File: config.mk
export PLATFORM = sky130hd
export DESIGN_NAME = if_prefetch
export DESIGN_NICKNAME = d
export VERILOG_FILES = /design/src/rtl/if_prefetch.sv
export SDC_FILE = /design/constraint.sdc
export NUM_CORES = 1
export LEC_CHECK = 0
export ABC_AREA = 1
export CAP_MARGIN = 15
export CORE_MARGIN = 10
export CORE_UTILIZATION = 60
export CTS_BUF_LIST = sky130_fd_sc_hd__clkbuf_2 sky130_fd_sc_hd__clkbuf_4 sky130_fd_sc_hd__clkbuf_8
export DETAILED_ROUTE_END_ITERATION = 8
export MAX_ROUTING_LAYER = met4
export PLACE_DENSITY_LB_ADDON = 0.2
export SLEW_MARGIN = 20
export SYNTH_ARGS = -nofsm -noshare
export SYNTH_HDL_FRONTEND = slang
export SYNTH_SLANG_ARGS = --single-unit
File: constraint.sdc
create_clock -name clk -period 15.9 [get_ports clk]
set_clock_uncertainty 0.1 [all_clocks]
set_input_delay 2.385 -clock clk [delete_from_list [all_inputs] [get_ports clk]]
set_output_delay 2.385 -clock clk [all_outputs]
set_load 0.02 [all_outputs]
File: src/rtl/if_prefetch.sv
// Instruction fetch with a decoupled prefetch FIFO. Requests stay in flight across
// redirects, and their stale responses are dropped through a discard counter.
module if_prefetch #(
  parameter int unsigned     XLEN     = 32,
  parameter int unsigned     DEPTH    = 4,
  parameter int unsigned     MAX_OUT  = 2,
  parameter logic [XLEN-1:0] RESET_PC = '0
) (
  input  logic            clk,
  input  logic            rst,
  input  logic            PCSrcE,
  input  logic [XLEN-1:0] PCTargetE,
  input  logic            StallD,
  output logic            imem_req,
  output logic [XLEN-1:0] imem_addr,
  input  logic            imem_gnt,
  input  logic            imem_rvalid,
  input  logic [31:0]     imem_rdata,
  output logic [31:0]     InstrnD,
  output logic [XLEN-1:0] PCD,
  output logic [XLEN-1:0] PCplus4D,
  output logic            ValidD
);

  localparam int unsigned AW = $clog2(DEPTH);
  localparam int unsigned CW = $clog2(DEPTH + 1) + 1;

  logic [XLEN-1:0] pcf;
  logic [XLEN-1:0] resp_pc;
  logic [XLEN-1:0] redir_pc;
  logic [31:0]     fifo_instr [DEPTH];
  logic [XLEN-1:0] fifo_pc    [DEPTH];
  logic [AW-1:0]   wr_ptr;
  logic [AW-1:0]   rd_ptr;
  logic [CW-1:0]   fifo_count;
  logic [CW-1:0]   outstanding;
  logic [CW-1:0]   out_next;
  logic [CW-1:0]   discard;
  logic            grant;
  logic            push;
  logic            pop;

  assign redir_pc  = PCTargetE & ~XLEN'(3);
  assign imem_addr = pcf;
  // Uses only registered state, so redirects and stalls take effect one cycle later.
  assign imem_req  = !rst && (outstanding < CW'(MAX_OUT))
                     && ((fifo_count + outstanding) < CW'(DEPTH));
  assign grant     = imem_req && imem_gnt;
  assign push      = imem_rvalid && !PCSrcE && (discard == '0);
  assign pop       = !PCSrcE && !StallD && (fifo_count != '0);

  always_comb begin
    out_next = outstanding;
    if (grant && !imem_rvalid)
      out_next = outstanding + CW'(1);
    else if (imem_rvalid && !grant)
      out_next = outstanding - CW'(1);
  end

  always_ff @(posedge clk or posedge rst) begin
    if (rst) begin
      pcf     <= RESET_PC;
      resp_pc <= RESET_PC;
    end else if (PCSrcE) begin
      pcf     <= redir_pc;
      resp_pc <= redir_pc;
    end else begin
      if (grant) pcf     <= pcf + XLEN'(4);
      if (push)  resp_pc <= resp_pc + XLEN'(4);
    end
  end

  // Everything still in flight at a redirect belongs to the old path,
  // including a request granted on the redirect edge itself.
  always_ff @(posedge clk or posedge rst) begin
    if (rst) begin
      outstanding <= '0;
      discard     <= '0;
    end else begin
      outstanding <= out_next;
      if (PCSrcE)
        discard <= out_next;
      else if (imem_rvalid && (discard != '0))
        discard <= discard - CW'(1);
    end
  end

  always_ff @(posedge clk or posedge rst) begin
    if (rst) begin
      for (int unsigned i = 0; i < DEPTH; i++) begin
        fifo_instr[i] <= '0;
        fifo_pc[i]    <= '0;
      end
      wr_ptr     <= '0;
      rd_ptr     <= '0;
      fifo_count <= '0;
    end else if (PCSrcE) begin
      wr_ptr     <= '0;
      rd_ptr     <= '0;
      fifo_count <= '0;
    end else begin
      if (push) begin
        fifo_instr[wr_ptr] <= imem_rdata;
        fifo_pc[wr_ptr]    <= resp_pc;
        wr_ptr             <= wr_ptr + AW'(1);
      end
      if (pop)
        rd_ptr <= rd_ptr + AW'(1);
      if (push && !pop)
        fifo_count <= fifo_count + CW'(1);
      else if (pop && !push)
        fifo_count <= fifo_count - CW'(1);
    end
  end

  always_ff @(posedge clk or posedge rst) begin
    if (rst) begin
      InstrnD  <= '0;
      PCD      <= '0;
      PCplus4D <= '0;
      ValidD   <= 1'b0;
    end else if (PCSrcE) begin
      ValidD <= 1'b0;
    end else if (!StallD) begin
      if (fifo_count != '0) begin
        InstrnD  <= fifo_instr[rd_ptr];
        PCD      <= fifo_pc[rd_ptr];
        PCplus4D <= fifo_pc[rd_ptr] + XLEN'(4);
        ValidD   <= 1'b1;
      end else begin
        ValidD <= 1'b0;
      end
    end
  end

endmodule

==> load_flow_metrics.sql, run 1 <==
INSERT INTO impl_metrics (metric_group, metric, value, unit) VALUES
('outcome', 'run_status', 'completed', ''),
('global_route', 'grt_max_degree', '197', ''),
('final_layout', 'syn_to_final_growth', '17.1', '%'),
('pwr', 'p_seq_share', '39.9', '%'),
('final_layout', 'drive_gt1_share', '6.53', '%'),
('worst_setup_path', 'worstSetupEndpointType', 'output pin', ''),
('pwr', 'power_report.internal_total', '2.42', 'mW'),
('timing', 'rsz0062_at_grt', 'false', ''),
('worst_setup_path', 'crit_required', '13.41', 'ns'),
('clock_network', 'post_cts_hold_buffer_count', '0', ''),
('worst_setup_path', 'worst-r2r-cell-count', '15', ''),
('placed_design', 'finalWeightedCongestion', '0.924', ''),
('min_path', 'hp-class', 'register to register', ''),
('drt', 'detail_route.wirelength', '55.7', 'mm'),
('pwr', 'power.total', '3.89', 'mW'),
('floorplanning', 'floorplan.rows', '67', ''),
('synth', 'synth.ff_latch_count', '417', ''),
('drt', 'detailedRoute.firstPassIterationCount', '5', ''),
('placed_design', 'placed_cells', '3162', ''),
('final_layout', 'num-nets-final', '2874', ''),
('synth', 'synth.cell_area', '20500', 'um2'),
('global_route', 'groute.usage.overall', '27.5', '%'),
('worst_setup_path', 'setup.worst_path.start_class', 'primary input', ''),
('floorplanning', 'design.core.area', '33600', 'um2'),
('floorplanning', 'die_height', '205', 'um'),
('clock_network', 'clk_sink_count', '417', ''),
('worst_setup_path', 'worst_path_max_fanout', '85', ''),
('clock_network', 'cts_root_buffer', 'sky130_fd_sc_hd__clkbuf_8', ''),
('clock_network', 'htree_levels', '3', ''),
('global_route', 'grtUsageMet2', '41.4', '%'),
('pwr', 'vdd_ir_drop_max', '0.113', 'mV'),
('placed_design', 'placement.io_buffers', '191', ''),
('final_layout', 'fillCellCount', '2693', ''),
('synth', 'yosys.cell_types.count', '39', ''),
('synth', 'post-synth-top-area-fraction', '51.0', '%'),
('floorplanning', 'ios', '200', ''),
('worst_setup_path', 'critPathMaxStageDelay', '0.67', 'ns'),
('synth', 'synth.yosys.seq_area_share', '51.0', '%'),
('synth', 'async_reset_ff_share', '100', '%'),
('pwr', 'leakage', '11.4', 'nW'),
('synth', 'postSynthAreaPerCell', '7.75', 'um2'),
('final_layout', 'instances_no_fill', '3282', ''),
('timing', 'finalSetupViolations', '0', ''),
('pwr', 'clock_power_share', '25.1', '%'),
('global_route', 'antenna_found_initial', '0', ''),
('global_route', 'via_count_of_the_first_global_routing_pass', '18000', ''),
('min_path', 'hold_start', 'InstrnD[0]', ''),
('floorplanning', 'initial_utilization', '60.9', '%'),
('drt', 'drc_errors', '0', ''),
('worst_setup_path', 'worst_r2r_startpoint', 'rd_ptr[0]', ''),
('min_path', 'min_path_cells', '2', ''),
('worst_setup_path', 'timing.reg2reg.setup_slack', '11.94', 'ns'),
('timing', 'fin_max_slew_vios', '0', ''),
('timing', 'final.period_utilization', '44.6', '%'),
('global_route', 'grt.busiest_layer', 'met2', ''),
('pwr', 'pwr-share-comb', '35.0', '%'),
('drt', 'final_antenna_net_count', '0', ''),
('clock_network', 'clkSlewWorstSetupHoldPaths', '0.05', 'ns'),
('pwr', 'net_switching_power_of_the_design', '1.47', 'mW'),
('synth', 'post_synth_top_flop', 'sky130_fd_sc_hd__dfrtp_1', ''),
('clock_network', 'clock_insertion_delay_worst_skew', '0.60', 'ns'),
('timing', 'report.final.hold_viol_count', '0', ''),
('synth', 'synth_enable_flop_cells', '0', ''),
('placed_design', 'detailed_place_hpwl', '36.8', 'mm'),
('clock_network', 'ctsLongestPathBuffers', '3', ''),
('worst_setup_path', 'timing.critical_path.arrival', '4.60', 'ns'),
('global_route', 'grt_use_met1', '36.9', '%'),
('pwr', 'power_switching_share', '37.9', '%'),
('worst_setup_path', 'cp_cell_sequence', 'clkdlybuf4s50_1, inv_8, nand2_1, nor2_1, nand3_1, nor3b_1, clkdlybuf4s50_1', ''),
('drt', 'detail_route.vias_per_cell', '5.57', ''),
('synth', 'synth_common_cells', '935 x sky130_fd_sc_hd__nand2_1, 417 x sky130_fd_sc_hd__dfrtp_1, 356 x sky130_fd_sc_hd__o21ai_0', '');
## state kept, by name, summed over array words and instances, names as in the netlist, 30 cells and up
name,flops
PCplus4D,30
PCD,30
fifo_pc,120
imem_addr,30
InstrnD,32
fifo_instr,128
resp_pc,30
## worst max-delay path, delay by kind of cell
kind | cells | cell delay [ns]
buffers and inverters | 3 | 1.61
and+or+nand+nor | 4 | 0.58
## worst max-delay path by stage
stage / slack, ns / to / from
floorplan: 1.38 / imem_req / rst
global placement: 8.79 / imem_req / rst
detailed placement: 8.82 / imem_req / rst
CTS: 8.79 / imem_req / rst
global route: 8.61 / imem_req / rst
finish: 8.81 / imem_req / rst
## area by class of cell
type                       count  area, um2  area share (%)
clock buffer                 106       1340            5.59
clock inverter                13        104           0.433
inverter                     174        664            2.77
multi-input combinational   1917       8800            36.7
sequential                   417      10400            43.6
tap                          448        561            2.34
timing repair buffer         207       2060            8.59
## through the flow
| step | utilization [%] | area (um2) | hold slack, ns |
|---|---|---|---|
| 6_report | 71.3 | 24000 | 0.367 |
| 5_1_grt | 71.3 | 24000 | 0.393 |
| 4_1_cts | 71.2 | 23900 | 0.373 |
| 3_5_place_dp | 66.9 | 22500 | 0.358 |
| 3_3_place_gp | 66.9 | 22500 | 0.355 |
| 2_1_floorplan | - | 20500 | 0.348 |
## per-layer routing
layer / vias up / share of wire [%]
li1: 8786 / -
met1: 8616 / 44
met2: 758 / 46
met3: 105 / 8.1
met4: 0 / 2.3
met5: - / 0
## power by group through the flow
stage / sequential (mW) / clock, mW / combinational [mW]
4_1_cts: 1.55 / 0.996 / 1.37
3_5_place_dp: 1.56 / 0 / 1.36
3_3_place_gp: 1.55 / 0 / 1.32
5_1_grt: 1.58 / 1.05 / 1.53
2_1_floorplan: 1.65 / 0 / 0.741
6_report: 1.55 / 0.977 / 1.36
## kinds of logic after synthesis
kind of cell,count (synthesis),synth area share (%)
AO/OA/AOI/OAI,459,12.1
XOR/XNOR,49,2.10
adder cells (fa/ha/maj),16,1.01
buffers and inverters,314,6.35
flip-flops,417,51.0
other,1,0.0183
AND/OR/NAND/NOR,1387,27.4
## cell usage in the layout, fill, tap and decap left out, drive strengths merged, types with 11 or more instances in the layout
master,n
nand2,953
buf,16
o221ai,11
ha,15
nand4,22
o22ai,35
xor2,40
nand3,145
clkdlybuf4s50,190
nor2,239
nor3,21
a21oi,14
inv,172
dfrtp,417
o211ai,27
o21ai,358
clkbuf,107
Note: power is estimated with default switching activity, not from simulation.
==> run 2, diff against run 1 <==
==> constraint.sdc (replaced) <==
create_clock -name clk -period 6.85 [get_ports clk]
set_clock_uncertainty 0.1 [all_clocks]
set_input_delay 1.0275 -clock clk [delete_from_list [all_inputs] [get_ports clk]]
set_output_delay 1.0275 -clock clk [all_outputs]
set_load 0.02 [all_outputs]
==> run 2 against run 1 <==
Clock power increased by 130%. Via count increased by 0.18%. Sequential share of layout area decreased by 0.077 points. Register-to-register slack got worse by 8.9 ns. Clock-buffer cell count unchanged. Non-clock buffer count increased by 5. Hold slack improved by 0.0028 ns. Sequential power increased by 130%. Critical path type is now register to register. Critical endpoint is now PCplus4D[20].
==> load_flow_metrics.sql, run 2 (synthesized netlist as in run 1, its figures left out) <==
INSERT INTO impl_metrics (metric_group, metric, value, unit) VALUES
('global_route', 'grt_max_degree', '196', ''),
('placed_design', 'placement.io_buffers', '191', ''),
('worst_setup_path', 'crit_required', '7.24', 'ns'),
('timing', 'final_period_minus_worst_setup_slack', '3.86', 'ns'),
('worst_setup_path', 'critPathMaxStageDelay', '0.72', 'ns'),
('drt', 'drc_errors', '0', ''),
('global_route', 'groute.usage.overall', '27.8', '%'),
('final_layout', 'max_flop_register', 'fifo_instr', ''),
('clock_network', 'clk_sink_count', '417', ''),
('global_route', 'globalRouteOverflowTotal', '0', ''),
('drt', 'routedWlPerCell', '17.2', 'um'),
('final_layout', 'largest_register_ffs', '128', ''),
('floorplanning', 'fp.dieW', '205', 'um'),
('final_layout', 'syn_to_final_growth', '17.3', '%'),
('global_route', 'grt_pass1_wl', '92.7', 'mm'),
('clock_network', 'clock_tree_from_tritoncts', 'built', ''),
('timing', 'rsz0062_at_grt', 'false', ''),
('clock_network', 'post_cts_hold_buffer_count', '0', ''),
('timing', 'fin_max_slew_vios', '0', ''),
('clock_network', 'ctsLongestPathBuffers', '3', ''),
('drt', 'detail_route.wirelength', '56.5', 'mm'),
('pwr', 'power.total', '9.04', 'mW'),
('clock_network', 'clock_insertion_delay_worst_skew', '0.61', 'ns'),
('worst_setup_path', 'dominant_delay_contributor_by_cell_family_on_the_critical_path', 'simple AND/OR/NAND/NOR gates', ''),
('drt', 'drtIter0Drc', '1439', ''),
('global_route', 'antenna_found_initial', '0', ''),
('floorplanning', 'ios', '200', ''),
('drt', 'final_antenna_net_count', '0', ''),
('placed_design', 'cell_area_after_placement', '22600', 'um2'),
('worst_setup_path', 'worst_path_max_fanout', '58', ''),
('drt', 'wl_met1', '24.8', 'mm'),
('worst_setup_path', 'worst_r2r_startpoint', 'rd_ptr[0]', ''),
('floorplanning', 'floorplan.rows', '67', ''),
('clock_network', 'cts_inserted_buffers', '69', ''),
('final_layout', 'post_route_design_area', '24000', 'um2'),
('final_layout', 'final_util', '71.4', '%'),
('worst_setup_path', 'timing.reg2reg.setup_slack', '2.99', 'ns'),
('clock_network', 'cts_root_buffer', 'sky130_fd_sc_hd__clkbuf_8', ''),
('floorplanning', 'design.core.area', '33600', 'um2'),
('worst_setup_path', 'cp_cell_sequence', 'clkinv_2, buf_4, nand2_1, nand3_1, and2_1, ha_1, nand2_1, nor2_1, nand2_2, nor2_4, nand3_2, o21ai_1, nand2_1', ''),
('worst_setup_path', 'regToRegEndpoint', 'PCplus4D[20]', ''),
('min_path', 'hold_end', 'InstrnD[26]', ''),
('worst_setup_path', 'worst-r2r-cell-count', '13', ''),
('min_path', 'hp-class', 'register to register', ''),
('final_layout', 'layout_common_cells', '929 x sky130_fd_sc_hd__nand2_1, 415 x sky130_fd_sc_hd__dfrtp_1, 353 x sky130_fd_sc_hd__o21ai_0', ''),
('timing', 'fmax', '0.259', 'GHz'),
('drt', 'detail_route.vias_per_cell', '5.57', ''),
('floorplanning', 'initial_utilization', '60.9', '%'),
('worst_setup_path', 'cpMostUsedCell', 'sky130_fd_sc_hd__nand2_1', ''),
('drt', 'top_layer', 'met4', ''),
('pwr', 'vdd_ir_drop_max', '0.221', 'mV'),
('min_path', 'min_path_cells', '2', ''),
('timing', 'timing.slew.headroom', '31.9', '%'),
('worst_setup_path', 'number_of_buffer_and_inverter_instances_along_the_worst_setup_path', '2', ''),
('drt', 'route.met3.wl', '4.34', 'mm'),
('timing', 'finalSetupViolations', '0', ''),
('clock_network', 'clkSlewWorstSetupHoldPaths', '0.06', 'ns'),
('drt', 'detailedRoute.firstPassIterationCount', '7', ''),
('outcome', 'run_status', 'completed', ''),
('drt', 'via_count', '18300', ''),
('final_layout', 'multiInputGateArea', '8820', 'um2'),
('placed_design', 'finalWeightedCongestion', '0.925', ''),
('timing', 'max_slew.worst_pin.slew', '1.02', 'ns'),
('worst_setup_path', 'worstSetupEndpointType', 'register', ''),
('min_path', 'hold_start', 'InstrnD[26]', ''),
('placed_design', 'detailed_place_hpwl', '37.6', 'mm'),
('global_route', 'via_count_of_the_first_global_routing_pass', '18100', ''),
('pwr', 'leakage', '11.4', 'nW'),
('final_layout', 'area.sequential', '10400', 'um2'),
('timing', 'report.final.hold_viol_count', '0', ''),
('final_layout', 'final_common_cell', 'sky130_fd_sc_hd__nand2_1', ''),
('clock_network', 'post-cts-setup-buffer-count', '0', ''),
('worst_setup_path', 'timing.critical_path.arrival', '4.25', 'ns'),
('clock_network', 'cts-resized-gates', '0', ''),
('worst_setup_path', 'crit_type', 'register to register', ''),
('timing', 'final.period_utilization', '56.3', '%'),
('drt', 'met2_wirelength', '26.1', 'mm'),
('final_layout', 'num-nets-final', '2877', ''),
('final_layout', 'drive_gt1_share', '6.91', '%'),
('worst_setup_path', 'critical-path-slowest-cell', 'sky130_fd_sc_hd__dfrtp_4', ''),
('final_layout', 'fillCellCount', '2657', ''),
('clock_network', 'htree_levels', '3', ''),
('pwr', 'power_per_cell_area', '377', 'nW/um2'),
('floorplanning', 'die_height', '205', 'um'),
('final_layout', 'antenna_cells_inserted', '0', ''),
('job', 'cap_violations', '0', ''),
('worst_setup_path', 'setup.worst_path.start_class', 'register', ''),
('final_layout', 'top_registers', 'fifo_instr (128), fifo_pc (120), InstrnD (32)', ''),
('floorplanning', 'die-area', '41900', 'um2');
==> run 2: changes by cell type in the layout (fill, tap and decap cells not counted), sizes merged <==
cell      before  now
clkinv        10    9
inv          172  174
clkbuf       107  106
buf           16   22
clkinvlp       4    2
==> run 2: how the worst max path moves through the flow <==
| stage | from | endpoint | slack, ns | depth (start not counted) |
|---|---|---|---|---|
| after global routing | rd_ptr[0] | PCplus4D[20] | 2.73 | 13 |
| after detailed placement | rst | rd_ptr[0] | 2.57 | 5 |
| after global placement | rst | rd_ptr[0] | 2.65 | 5 |
| final | rd_ptr[0] | PCplus4D[20] | 2.99 | 13 |
| after CTS | rst | imem_req | 2.99 | 7 |
| after floorplan | rst | imem_req | -1.56 | 5 |
==> run 2: stage by stage <==
stage / hold slack (ns) / cells / TNS, ns / setup WS (ns)
2_1_floorplan: 0.348 / 2648 / -44.98 / -1.56
3_3_place_gp: 0.353 / 3168 / 0 / 2.65
3_5_place_dp: 0.359 / 3168 / 0 / 2.57
4_1_cts: 0.376 / 3286 / 0 / 2.99
5_1_grt: 0.397 / 3286 / 0 / 2.73
6_report: 0.370 / 3286 / 0 / 2.99
==> run 2: layer usage <==
layer	GRT usage, %	vias up
met2	42.6	747
met5	-	-
met1	37.3	8654
met3	4.20	94
li1	-	8803
met4	9.73	0
==> run 2: final cells by class <==
class	instances	area share, %
Tap cell	448	2.33
Multi-Input combinational cell	1917	36.7
Inverter	174	2.76
Timing Repair Buffer	212	8.67
Sequential cell	417	43.5
Clock inverter	12	0.485
Clock buffer	106	5.53
==> run 2: where the power goes <==
part / internal, mW / total [mW] / switching, mW
clock network: 1.28 / 2.27 / 0.995
logic: 1.20 / 3.18 / 1.97
registers: 3.13 / 3.59 / 0.468
==> run 2: tightest hold or removal path, stage by stage (launching register included) <==
cell and delay [ns]:
sky130_fd_sc_hd__dfrtp_1 0.34, sky130_fd_sc_hd__nand2_1 0.05, sky130_fd_sc_hd__nand2_1 0.05
==> run 3, diff against run 2 <==
--- a/config.mk
+++ b/config.mk
@@ -8,7 +8,7 @@
 export ABC_AREA = 1
 export CAP_MARGIN = 15
 export CORE_MARGIN = 10
-export CORE_UTILIZATION = 60
+export CORE_UTILIZATION = 54
 export CTS_BUF_LIST = sky130_fd_sc_hd__clkbuf_2 sky130_fd_sc_hd__clkbuf_4 sky130_fd_sc_hd__clkbuf_8
 export DETAILED_ROUTE_END_ITERATION = 8
 export MAX_ROUTING_LAYER = met4
==> constraint.sdc (replaced) <==
create_clock -name clk -period 3.5 [get_ports clk]
set_clock_uncertainty 0.1 [all_clocks]
set_input_delay 0.525 -clock clk [delete_from_list [all_inputs] [get_ports clk]]
set_output_delay 0.525 -clock clk [all_outputs]
set_load 0.02 [all_outputs]
==> run 3 against run 2 <==
Utilization down 6.6 points. Combinational power grew 99%. Non-clock buffer count grew 13. Sequential power increased by 94%. Critical endpoint is now imem_req. Final cell count rose by 2.5%. Via count shrank 0.51%. Die area up 10%. Hold slack got worse by 0.011 ns. Register-to-register slack got worse by 2.4 ns. Setup slack got worse by 2.7 ns. Wire length rose by 0.88%. First-iteration DRC count decreased by 4.7%. Critical path type is now register to output pin.
==> load_flow_metrics.sql, run 3 (synthesized netlist as in run 1, its figures left out) <==
INSERT INTO impl_metrics (metric_group, metric, value, unit) VALUES
('timing', 'final.period_utilization', '92.8', '%'),
('floorplanning', 'die-area', '46100', 'um2'),
('clock_network', 'cts_inserted_buffers', '71', ''),
('worst_setup_path', 'setup.worst_path.start', 'outstanding[2]', ''),
('placed_design', 'placed_cells', '3244', ''),
('timing', 'report.final.hold_viol_count', '0', ''),
('timing', 'fin_worst_hold_slack', '0.359', 'ns'),
('clock_network', 'clock_insertion_delay_worst_skew', '0.62', 'ns'),
('drt', 'route.met3.wl', '3.82', 'mm'),
('worst_setup_path', 'worst_path_max_fanout', '4', ''),
('timing', 'fmax', '0.308', 'GHz'),
('global_route', 'grt_pass1_wl', '93.4', 'mm'),
('clock_network', 'cts-resized-gates', '0', ''),
('clock_network', 'clk_sink_count', '417', ''),
('drt', 'detail_route.wirelength', '57.0', 'mm'),
('timing', 'fin_max_slew_vios', '0', ''),
('floorplanning', 'initial_utilization', '54.5', '%'),
('final_layout', 'post_route_design_area', '24400', 'um2'),
('min_path', 'hold_end', 'wr_ptr[1]', ''),
('worst_setup_path', 'timing.reg2reg.setup_slack', '0.59', 'ns'),
('drt', 'top_layer', 'met4', ''),
('drt', 'wl_met1', '26.3', 'mm'),
('worst_setup_path', 'crit_type', 'register to output pin', ''),
('final_layout', 'antenna_cells_inserted', '0', ''),
('drt', 'detailedRoute.firstPassIterationCount', '5', ''),
('clock_network', 'cts_root_buffer', 'sky130_fd_sc_hd__clkbuf_8', ''),
('clock_network', 'clkSlewWorstSetupHoldPaths', '0.06', 'ns'),
('final_layout', 'area.sequential', '10400', 'um2'),
('global_route', 'globalRouteOverflowTotal', '0', ''),
('placed_design', 'detailed_place_hpwl', '38.8', 'mm'),
('placed_design', 'finalWeightedCongestion', '0.902', ''),
('drt', 'routedWlPerCell', '16.9', 'um'),
('clock_network', 'clock_tree_from_tritoncts', 'built', ''),
('final_layout', 'final_common_cell', 'sky130_fd_sc_hd__nand2_1', ''),
('pwr', 'net_switching_power_of_the_design', '6.76', 'mW'),
('final_layout', 'layout_common_cells', '929 x sky130_fd_sc_hd__nand2_1, 415 x sky130_fd_sc_hd__dfrtp_1, 356 x sky130_fd_sc_hd__o21ai_0', ''),
('clock_network', 'post-cts-setup-buffer-count', '0', ''),
('placed_design', 'dpl_worst_slack', '0.631', 'ns'),
('final_layout', 'drive_gt1_share', '7.52', '%'),
('timing', 'setup_ws', '0.251', 'ns'),
('worst_setup_path', 'worst_r2r_startpoint', 'rd_ptr[1]', ''),
('timing', 'finalSetupViolations', '0', ''),
('pwr', 'power.total', '17.9', 'mW'),
('timing', 'max_slew.worst_pin.slew', '0.881', 'ns'),
('pwr', 'p_seq_share', '38.9', '%'),
('worst_setup_path', 'critPathMaxStageDelay', '0.67', 'ns'),
('global_route', 'groute.usage.overall', '25.1', '%'),
('pwr', 'power_report.internal_total', '11.2', 'mW'),
('clock_network', 'htree_levels', '3', ''),
('worst_setup_path', 'worstSetupEndpointType', 'output pin', ''),
('pwr', 'leakage', '11.5', 'nW'),
('pwr', 'pwr-share-comb', '35.3', '%'),
('worst_setup_path', 'timing.critical_path.arrival', '2.62', 'ns'),
('job', 'cap_violations', '0', ''),
('outcome', 'run_status', 'completed', ''),
('floorplanning', 'ios', '200', ''),
('timing', 'timing.slew.headroom', '41.3', '%'),
('global_route', 'antenna_found_initial', '0', ''),
('global_route', 'via_count_of_the_first_global_routing_pass', '17500', ''),
('clock_network', 'ctsLongestPathBuffers', '3', ''),
('placed_design', 'cell_area_after_placement', '22900', 'um2'),
('worst_setup_path', 'setup.worst_path.start_class', 'register', ''),
('pwr', 'vdd_ir_drop_max', '0.444', 'mV'),
('final_layout', 'syn_to_final_growth', '19.0', '%'),
('min_path', 'hold_start', 'PCSrcE', ''),
('worst_setup_path', 'cp_cell_sequence', 'ha_1, o21ai_0, nand3_1, nor3b_1, clkdlybuf4s50_1', ''),
('final_layout', 'largest_register_ffs', '128', ''),
('final_layout', 'fillCellCount', '3308', ''),
('pwr', 'power_per_cell_area', '735', 'nW/um2'),
('worst_setup_path', 'worst-r2r-cell-count', '12', ''),
('drt', 'detail_route.vias_per_cell', '5.40', ''),
('timing', 'final_period_minus_worst_setup_slack', '3.25', 'ns'),
('min_path', 'min_path_cells', '5', ''),
('drt', 'met2_wirelength', '25.8', 'mm'),
('drt', 'via_count', '18200', ''),
('floorplanning', 'floorplan.rows', '71', ''),
('final_layout', 'instances_no_fill', '3369', ''),
('global_route', 'grt_max_degree', '155', ''),
('floorplanning', 'fp.dieW', '215', 'um'),
('worst_setup_path', 'crit_required', '2.87', 'ns'),
('pwr', 'clock_power_share', '25.8', '%'),
('worst_setup_path', 'regToRegEndpoint', 'PCplus4D[20]', ''),
('floorplanning', 'design.core.area', '37600', 'um2'),
('min_path', 'hp-class', 'primary input to register', ''),
('final_layout', 'top_registers', 'fifo_instr (128), fifo_pc (120), InstrnD (32)', ''),
('drt', 'drtIter0Drc', '1371', ''),
('final_layout', 'num-nets-final', '2892', ''),
('floorplanning', 'die_height', '215', 'um'),
('timing', 'rsz0062_at_grt', 'false', ''),
('final_layout', 'max_flop_register', 'fifo_instr', ''),
('final_layout', 'multiInputGateArea', '8810', 'um2'),
('clock_network', 'post_cts_hold_buffer_count', '0', ''),
('drt', 'final_antenna_net_count', '0', ''),
('pwr', 'power_switching_share', '37.7', '%'),
('drt', 'drc_errors', '0', ''),
('worst_setup_path', 'critical-path-slowest-cell', 'sky130_fd_sc_hd__clkdlybuf4s50_1', ''),
('placed_design', 'placement.io_buffers', '191', '');
run 3: cell types whose count changed in the layout (fill, tap and decap cells not counted), moves of 3 or more:
| cell | before | now |
|---|---|---|
| sky130_fd_sc_hd__clkinv_2 | 8 | 11 |
| sky130_fd_sc_hd__clkinvlp_4 | 2 | 6 |
| sky130_fd_sc_hd__inv_6 | 3 | 0 |
| sky130_fd_sc_hd__clkbuf_8 | 85 | 93 |
| sky130_fd_sc_hd__o21ai_0 | 353 | 356 |
| sky130_fd_sc_hd__clkbuf_4 | 21 | 17 |
| sky130_fd_sc_hd__buf_4 | 19 | 23 |
| sky130_fd_sc_hd__buf_12 | 1 | 11 |
| sky130_fd_sc_hd__o21ai_1 | 4 | 1 |
run 3: metal layers:
layer	vias up	GRT usage [%]
met1	8650	34.3
met3	92	4.33
li1	8834	-
met2	629	37.8
met4	0	7.26
met5	-	-
run 3: critical path, delay by kind of cell, from the launching register on:
family,cells,cell delay [ns]
buf+inv,1,0.67
flops,1,0.43
simple gates,2,0.40
fa+ha+maj,1,0.32
compound gates,1,0.18
run 3: power by group through the flow:
| stage | registers (mW) | logic (mW) | clock network (mW) |
|---|---|---|---|
| 2_1_floorplan | 7.51 | 3.38 | 0 |
| 3_3_place_gp | 6.98 | 6.18 | 0 |
| 3_5_place_dp | 7.03 | 6.35 | 0 |
| 4_1_cts | 6.96 | 6.37 | 4.72 |
| 5_1_grt | 7.14 | 7.05 | 4.94 |
| 6_report | 6.97 | 6.32 | 4.63 |
run 3: metrics by stage:
stage | util, % | setup TNS, ns
final | 64.9 | 0
after global routing | 64.9 | 0
after global placement | 60.8 | 0
after floorplan | - | -1302.97
after CTS | 64.9 | 0
after detailed placement | 60.8 | 0
run 3: worst max path at each step:
| stage | end | slack [ns] | depth (start not counted) |
|---|---|---|---|
| after global placement | imem_req | 0.65 | 7 |
| after CTS | imem_req | 0.22 | 5 |
| final | imem_req | 0.25 | 5 |
| after floorplan | discard[2] | -3.97 | 11 |
| after global routing | imem_req | 0.13 | 5 |
| after detailed placement | PCplus4D[20] | 0.63 | 12 |
run 3: area by class of cell:
type / count / area share (%)
clock buffer: 110 / 5.78
clock inverter: 15 / 0.462
inverter: 174 / 2.72
multi-input combinational: 1917 / 36.2
sequential: 417 / 42.8
tap: 511 / 2.62
timing repair buffer: 225 / 9.44
